===== src/rtl/apb_master_interface.sv =====
// APB initiator for the floating-point co-processor: turns single host commands
// into APB SETUP/ACCESS transfers, with retry on slave error and an ACCESS timeout.
module apb_master_interface #(
    parameter int TIMEOUT     = 16,
    parameter int MAX_RETRIES = 2
) (
    input  logic        clk,
    input  logic        rst,
    input  logic        req_valid,
    output logic        req_ready,
    input  logic        req_write,
    input  logic [31:0] req_addr,
    input  logic [31:0] req_wdata,
    output logic        resp_valid,
    input  logic        resp_ready,
    output logic [31:0] resp_rdata,
    output logic [1:0]  resp_status,
    output logic [31:0] paddr,
    output logic [31:0] pwdata,
    output logic        pwrite,
    output logic        psel,
    output logic        penable,
    input  logic [31:0] prdata,
    input  logic        pready,
    input  logic        pslverr
);

    typedef enum logic [1:0] {
        IDLE   = 2'd0,
        SETUP  = 2'd1,
        ACCESS = 2'd2,
        RESP   = 2'd3
    } state_t;

    localparam logic [7:0] TIMEOUT_L = 8'(TIMEOUT);
    localparam logic [2:0] RETRY_L   = 3'(MAX_RETRIES);

    localparam logic [1:0] STATUS_OK      = 2'b00;
    localparam logic [1:0] STATUS_SLVERR  = 2'b01;
    localparam logic [1:0] STATUS_TIMEOUT = 2'b10;

    state_t      state_reg;
    logic [7:0]  wait_cnt_reg;
    logic [2:0]  retry_cnt_reg;
    logic [7:0]  wait_cnt_next;

    // Saturating increment: the counter must never wrap back below TIMEOUT.
    assign wait_cnt_next = (wait_cnt_reg == 8'hFF) ? wait_cnt_reg : wait_cnt_reg + 8'd1;

    always_ff @(posedge clk) begin
        if (rst) begin
            state_reg     <= IDLE;
            wait_cnt_reg  <= '0;
            retry_cnt_reg <= '0;
            req_ready     <= 1'b1;
            resp_valid    <= 1'b0;
            resp_rdata    <= '0;
            resp_status   <= STATUS_OK;
            paddr         <= '0;
            pwdata        <= '0;
            pwrite        <= 1'b0;
            psel          <= 1'b0;
            penable       <= 1'b0;
        end else begin
            case (state_reg)
                IDLE: begin
                    if (req_valid) begin
                        paddr         <= req_addr;
                        pwdata        <= req_wdata;
                        pwrite        <= req_write;
                        wait_cnt_reg  <= '0;
                        retry_cnt_reg <= '0;
                        req_ready     <= 1'b0;
                        psel          <= 1'b1;
                        penable       <= 1'b0;
                        state_reg     <= SETUP;
                    end
                end

                SETUP: begin
                    penable   <= 1'b1;
                    state_reg <= ACCESS;
                end

                ACCESS: begin
                    if (pready) begin
                        // A completion wins over a timeout reached in the same cycle.
                        if (!pslverr) begin
                            resp_rdata  <= pwrite ? 32'd0 : prdata;
                            resp_status <= STATUS_OK;
                            psel        <= 1'b0;
                            penable     <= 1'b0;
                            resp_valid  <= 1'b1;
                            state_reg   <= RESP;
                        end else if (retry_cnt_reg < RETRY_L) begin
                            retry_cnt_reg <= retry_cnt_reg + 3'd1;
                            wait_cnt_reg  <= '0;
                            penable       <= 1'b0;
                            state_reg     <= SETUP;
                        end else begin
                            resp_rdata  <= '0;
                            resp_status <= STATUS_SLVERR;
                            psel        <= 1'b0;
                            penable     <= 1'b0;
                            resp_valid  <= 1'b1;
                            state_reg   <= RESP;
                        end
                    end else begin
                        wait_cnt_reg <= wait_cnt_next;
                        if (wait_cnt_next >= TIMEOUT_L) begin
                            resp_rdata  <= '0;
                            resp_status <= STATUS_TIMEOUT;
                            psel        <= 1'b0;
                            penable     <= 1'b0;
                            resp_valid  <= 1'b1;
                            state_reg   <= RESP;
                        end
                    end
                end

                RESP: begin
                    if (resp_ready) begin
                        resp_valid <= 1'b0;
                        req_ready  <= 1'b1;
                        state_reg  <= IDLE;
                    end
                end

                default: begin
                    state_reg <= IDLE;
                end
            endcase
        end
    end

endmodule


===== config.mk =====
export PLATFORM = sky130hd
export DESIGN_NAME = apb_master_interface
export DESIGN_NICKNAME = d
export VERILOG_FILES = /design/src/rtl/apb_master_interface.sv
export SDC_FILE = /design/constraint.sdc
export NUM_CORES = 1
export LEC_CHECK = 0
export BUFFER_PORTS_ARGS = -buffer_cell sky130_fd_sc_hd__buf_2
export CELL_PAD_IN_SITES_DETAIL_PLACEMENT = 0
export CELL_PAD_IN_SITES_GLOBAL_PLACEMENT = 2
export CORE_ASPECT_RATIO = 0.9
export CORE_MARGIN = 4
export CORE_UTILIZATION = 26
export DETAILED_ROUTE_END_ITERATION = 12
export GPL_TIMING_DRIVEN = 0
export PLACE_DENSITY_LB_ADDON = 0.12
export SETUP_SLACK_MARGIN = 0.5
export SYNTH_ARGS = -nofsm -noshare
export SYNTH_HDL_FRONTEND = slang
export SYNTH_SLANG_ARGS = --single-unit

===== constraint.sdc =====
create_clock -name clk -period 2.4 [get_ports clk]
set_input_delay 0.48 -clock clk [delete_from_list [all_inputs] [get_ports clk]]
set_output_delay 0.48 -clock clk [all_outputs]
set_load 0.02 [all_outputs]

==> results.toml, run 1 <==
[floorplanning]
die-area_sq_mm = 0.0198
die_w_um = 148
die_h_um = 134
io_pins = 206
core_region_area_sq_mm = 0.0171
rows = 45
initial_core_util_pct = 26.8

[power]
power_frac_comb_pct = 12.7
p_clk_share_pct = 49.4
p_seq_share_pct = 37.9
internal_power_uw = 4080
p_leak_uw = 0.00314
p_switching_uw = 1400
swShare_pct = 25.6
ir_worst_vdd_uv = 433
p_total_uw = 5490
p_per_area_mw_per_mm2 = 819

[setup_path]
cpPeakStageDelay_ps = 340
crit_fanout = 7
worst-endpoint-required_ps = 2750
startpoint_type = "register"
path_class = "reg2reg"
crit_chain = "ha_4, and3_4, or3_4, o21ai_4, a21o_1, buf_12, clkbuf_16, mux2i_1"
critPathArrivalTime_ps = 2220
worst_setup_path_end_kind = "register"
crit_slowest_cell = "dfxtp_2"
timing.rr.start = "wait_cnt_reg[1]"
crit_start = "wait_cnt_reg[1]"

[cts]
h-tree-depth = 4
numCtsBuffers = 17
clkTransAtPathRegs_ps = 60
root_buffer = "clkbuf_16"
cts_tree = "done"
insertion_delay_ps = 420
cts_buffer_depth = 2
cts.hold.buffers_added = 0
clock_sinks = 116

[global_route]
grt_pass1_vias = 4385
antenna_found_initial = 0
grt.overflow.total = 0
met3_usage_pct = 6.86
grt_use_met1_pct = 17.0
use_met2_pct = 23.0
grt_first_pass_wirelength_um = 22600
grt_max_degree = 17
grt_usage_pct = 14.5
grt_busiest_layer = "met2"

[cells_and_area]
nets = 876
fillCellCount = 1817
areaGrowthSynthToFinish_pct = 46.4
final_util_pct = 39.3
drive_gt1_share_pct = 34.9
instances_no_fill = 1018
n_antenna_cell = 0
reg.largest.list = "paddr (32), pwdata (32), resp_rdata (32)"

[route]
drc = 0
wl_per_cell_um = 14.2
via_count = 4395
dr.pass1.iters = 4
ant_nets = 0
wl_um = 14400
drt_iter0_drc = 160
avgViaCountPerCell = 4.32

[sta]
finalSetupViolations = 0
finalHoldViolations = 0
fmax_ghz = 0.534
tns_ps = 0
slew_headroom_pct = 51.1
post-route-period-util_pct = 78.1
period_needed_ps = 1870
skew_ps = 10.1
tightest_slew_ps = 727
drv_slew = 0
rsz0062_at_grt = "yes"

[hold_path]
hp-class = "in2reg"
hold_start = "req_wdata[21]"

[run_status]
status = "finished clean"

[synthesis]
yosysSeqAreaShare_pct = 50.8
ys_warn_count = 0
syn_area_sq_mm = 0.00457
synth.net_count = 648
syn_area_per_cell_sq_um = 8.42
ys_ff_latch = 116
synth_cells = 543
ys_types = 42

[place]
gp_congestion = 0.764
dp.cells = 981
io_buffers = 203
dp_hpwl_um = 10800

[flow_run]
cap_violations = 0
-- area by class of cell --
class                           instances  area [sq um]  share of cell area (%)
Clock buffer                           19           453                    6.76
Clock inverter                         12           179                    2.67
Buffer                                 37           220                    3.29
Sequential cell                       116          2330                    34.7
Tap cell                              235           294                    4.39
Inverter                                2          7.51                   0.112
Timing Repair Buffer                  209          1120                    16.7
Multi-Input combinational cell        388          2100                    31.3
-- layout by cell type (no fill, tap or decap), types with 2 or more instances in the layout --
cell type   count
or2_2           2
clkbuf_2        3
o21bai_1        2
nand2_1       172
clkbuf_8        2
a21oi_1        79
inv_1           2
dfxtp_2         3
nor3_1          5
buf_4           2
mux2i_1        35
a211oi_1        2
a31oi_1         3
nor2_1         15
o21ai_0         4
clkinvlp_4      6
xnor2_1         3
bufinv_16       4
clkbuf_1       22
dfxtp_1       113
nand3_1         3
buf_2         210
nand2b_1       36
buf_12          4
clkbuf_16      19
o21a_1          2
-- cell families after synthesis --
group	synth area share, %
flops	50.8
compound gates	11.8
fa+ha+maj	0.547
mux	7.66
buf+inv	4.29
simple gates	24.4
xor+xnor	0.575
-- cell usage after synthesis (all sizes together) --
library cell	instances	area share (%)
inv	2	0.16
mux2i	35	7.7
nand2b	36	4.9
a21o	1	0.16
dfxtp	116	51
ha	2	0.55
o22ai	1	0.14
o21a	2	0.33
o21bai	2	0.33
a31oi	3	0.41
a22oi	1	0.16
nor4b	2	0.85
nand2	172	14
nor3	6	0.77
nor2	16	1.3
buf	13	2.2
nand3	4	0.55
a21boi	1	0.16
clkbuf	24	2.0
xnor2	3	0.57
or3b	1	0.19
or2	3	0.41
a31o	1	0.19
or3	2	0.27
o21ai	6	0.74
and3	2	0.27
a21oi	79	8.6
and2b	1	0.16
nor3b	2	0.44
nor4	1	0.14
a211oi	2	0.33
o31ai	1	0.16
-- final timing paths --
check / to / slack (ps) / depth (start not counted)
min reg2reg: paddr[22] / 450 / 2
max: resp_rdata[19] / 530 / 8
min: pwdata[21] / 300 / 3
max reg2reg: resp_rdata[19] / 530 / 8
-- power groups by stage --
stage	logic (uW)	clock network [uW]	registers [uW]
6_report	695	2710	2080
4_1_cts	698	2800	2080
3_3_place_gp	675	0	2120
3_5_place_dp	681	0	2120
2_1_floorplan	291	0	2230
5_1_grt	774	2880	2090
-- through the flow --
stage,setup slack [ps],cell area [sq um],hold WS (ps)
floorplan,586,4570,487
global placement,312,5880,439
detailed placement,276,5880,445
CTS,501,6620,279
global route,451,6700,283
finish,527,6700,296
-- critical path, delay by kind of cell (launching register included) --
family                     cells  cell delay [ps]
DFF                            1              340
AOI/OAI and AO/OA              2              280
adders and majority gates      1              170
muxes                          1              170
buffers and inverters          2              320
and+or+nand+nor                2              520
-- what timing repair did --
item | 4_1_cts | 5_1_grt
buffers inserted | 3 | 0
resized for setup | 13 | 12
pin swaps | 3 | 1
endpoints found under the setup margin | 53 | 75
gates cloned | 1 | 2
-- metal layers --
layer / vias up / routed length [um]
met5: - / 0
met3: 23 / 1340
met4: 0 / 257
met1: 1994 / 6150
li1: 2249 / -
met2: 129 / 6670
Power figures use the tool's default switching activity.
==> run 2: changes to the inputs <==
--- a/config.mk
+++ b/config.mk
@@ -5,12 +5,13 @@
 export SDC_FILE = /design/constraint.sdc
 export NUM_CORES = 1
 export LEC_CHECK = 0
+export ABC_AREA = 1
 export BUFFER_PORTS_ARGS = -buffer_cell sky130_fd_sc_hd__buf_2
 export CELL_PAD_IN_SITES_DETAIL_PLACEMENT = 0
 export CELL_PAD_IN_SITES_GLOBAL_PLACEMENT = 2
 export CORE_ASPECT_RATIO = 0.9
 export CORE_MARGIN = 4
-export CORE_UTILIZATION = 26
+export CORE_UTILIZATION = 25
 export DETAILED_ROUTE_END_ITERATION = 12
 export GPL_TIMING_DRIVEN = 0
 export PLACE_DENSITY_LB_ADDON = 0.12
==> constraint.sdc (replaced) <==
create_clock -name clk -period 1.75 [get_ports clk]
set_input_delay 0.35 -clock clk [delete_from_list [all_inputs] [get_ports clk]]
set_output_delay 0.35 -clock clk [all_outputs]
set_load 0.02 [all_outputs]
==> results.toml, run 2 <==
[cts]
insertion_delay_ps = 410
cts.hold.buffers_added = 0
numCtsBuffers = 17
root_buffer = "clkbuf_16"
cts_tree = "done"
clkTransAtPathRegs_ps = 60
clock_sinks = 116
h-tree-depth = 4
cts_buffer_depth = 2

[synthesis]
synthTopCellsByArea = "dfxtp_1 51%, nor2_1 12%, o21ai_0 7.7%"
syn_area_sq_mm = 0.00455
synth_area_leader_cell = "dfxtp_1"
synthAdderAreaFrac_pct = 0.550
synth.net_count = 682
yosysSeqAreaShare_pct = 51.0
synth_edf_count = 0
ys_ff_latch = 116
syn_area_per_cell_sq_um = 7.89
yosys-top-cells-count = "142 x nor2_1, 116 x dfxtp_1, 70 x o21ai_0"
ys.flop_type = "dfxtp_1"
synth_compound_area_share_pct = 16.0
synthArstFlopShare_pct = 0
yosys.area_share.simple_pct = 26.6
synth_top_area_share_pct = 51.0
ys_types = 26
synth_top_family_by_area = "simple AND/OR/NAND/NOR gates"
muxShareOfSynthArea_pct = 0
synthXorXnorAreaFrac_pct = 0
yosysMostFrequentCell = "nor2_1"
ys_warn_count = 0
synth_cells = 577

[global_route]
grt_max_degree = 17
grt_pass1_vias = 4920
grt_first_pass_wirelength_um = 25200
antenna_found_initial = 0
grt.overflow.total = 0
grt_usage_pct = 15.6

[cells_and_area]
instances_no_fill = 1143
fillCellCount = 1702
nets = 995
design_area_sq_mm = 0.00923
areaGrowthSynthToFinish_pct = 103
n_antenna_cell = 0
final_common_cell = "buf_6"
final_cell_mix = "114 x buf_6, 103 x buf_2, 100 x dfxtp_2"
reg.largest.list = "paddr (32), pwdata (32), resp_rdata (32)"
drive_gt1_share_pct = 74.5

[run_status]
violations = "setup timing"
status = "complete, but fails checks"

[floorplanning]
die_h_um = 136
io_pins = 206
rows = 46
initial_core_util_pct = 25.7
core_region_area_sq_mm = 0.0177
die_w_um = 150
die-area_sq_mm = 0.0204

[sta]
finalHoldViolations = 0
skew_ps = 9.82
tightest_slew_ps = 740
whs_ps = 144
worst_slack_ps = -81.7
period_needed_ps = 1830
slew_headroom_pct = 50.7
post-route-period-util_pct = 105
drv_slew = 0
rsz0062_at_grt = "yes"
fmax_ghz = 0.546
finalSetupViolations = 35

[place]
dp_slack_ps = -298
dp_hpwl_um = 11500
dp.cells = 1021
io_buffers = 204
placed_cell_area_sq_mm = 0.00599
gp_congestion = 0.790

[route]
dr.pass1.iters = 4
wl_um = 17700
drc = 0
avgViaCountPerCell = 4.47
drt_iter0_drc = 135
wl_per_cell_um = 15.5
ant_nets = 0
via_count = 5104

[power]
ir_worst_vdd_uv = 718
p_per_area_mw_per_mm2 = 1010
p_total_uw = 9310
p_leak_uw = 0.00394

[setup_path]
crit_family = "simple AND/OR/NAND/NOR gates"
crit_fanout = 10
startpoint_type = "register"
worst-endpoint-required_ps = 2020
cpPeakStageDelay_ps = 370
critPathArrivalTime_ps = 2100
worst_setup_path_end_kind = "register"
critPathBufInv = 2
path_class = "reg2reg"
crit_chain = "ha_4, nand2_4, nor2_4, nand3_2, nand2_2, nand3_2, nor2_4, nand2_4, buf_8, buf_8, nand4_1, a21oi_2"
crit_slowest_cell = "dfxtp_4"

[hold_path]
hp-class = "in2reg"

[flow_run]
cap_violations = 0
run 2: changes by cell type in the layout (fill, tap and decap cells not counted), sizes merged, moves of 4 or more:
cell      delta
inv         +21
buf         +87
nand2       -99
nor2       +130
a21oi       -31
nand2b      -36
o21ai       +64
nand3        +9
clkinvlp     -4
mux2i       -35
nand4       +34
run 2: area by class of cell:
| class | instances | area [sq um] | share of cell area [%] |
|---|---|---|---|
| Buffer | 38 | 440 | 4.77 |
| Clock buffer | 22 | 454 | 4.92 |
| Clock inverter | 10 | 155 | 1.68 |
| Inverter | 24 | 103 | 1.11 |
| Multi-Input combinational cell | 399 | 2690 | 29.2 |
| Sequential cell | 116 | 2480 | 26.9 |
| Tap cell | 240 | 300 | 3.26 |
| Timing Repair Buffer | 294 | 2600 | 28.2 |
run 2: final timing paths:
kind	cells past startpoint	to	slack (ps)	from
setup / recovery	12	resp_rdata[24]	-80	wait_cnt_reg[1]
hold reg to reg	2	retry_cnt_reg[2]	460	retry_cnt_reg[2]
hold / removal	3	pwdata[20]	140	req_wdata[20]
setup reg to reg	12	resp_rdata[24]	-80	wait_cnt_reg[1]
run 2: layer usage:
metal  global-route usage, %  vias to the layer above  wire length (um)
met3                    5.53                       11              1180
met1                    20.1                     2405              7700
li1                        -                     2557                 -
met2                    24.7                      131              8640
met5                       0                        -                 0
met4                    4.73                        0               141
run 2: what timing repair did:
| action | in CTS | in global routing |
|---|---|---|
| resized for setup | 192 | 469 |
| buffers inserted | 23 | 54 |
| pin swaps | 26 | 65 |
| setup endpoints to repair | 218 | 217 |
| gates cloned | 7 | 6 |
run 2: cell families after synthesis:
family / Yosys count
buffers and inverters: 62
adders and majority gates: 2
and+or+nand+nor: 274
AOI/OAI and AO/OA: 123
DFF: 116
run 2: where the power goes:
part / total [uW] / internal [uW] / switching [uW]
Sequential: 3140 / 2930 / 207
Clock: 3610 / 2410 / 1210
Combinational: 2560 / 1300 / 1250
Total: 9310 / 6640 / 2670
run 2: worst register-to-register path, cell delays in order (launching register included):
cell	delay, ps
dfxtp_4	370
ha_4	170
nand2_4	60
nor2_4	90
nand3_2	80
nand2_2	80
nand3_2	80
nor2_4	170
nand2_4	110
buf_8	170
buf_8	140
nand4_1	110
a21oi_2	70
run 2: metrics by stage:
stage	utilization, %	setup TNS (ps)
2_1_floorplan	-	0
3_3_place_gp	33.8	-6420
3_5_place_dp	33.8	-7350
4_1_cts	42.2	-667
5_1_grt	52.0	-5100
6_report	52.0	-1760
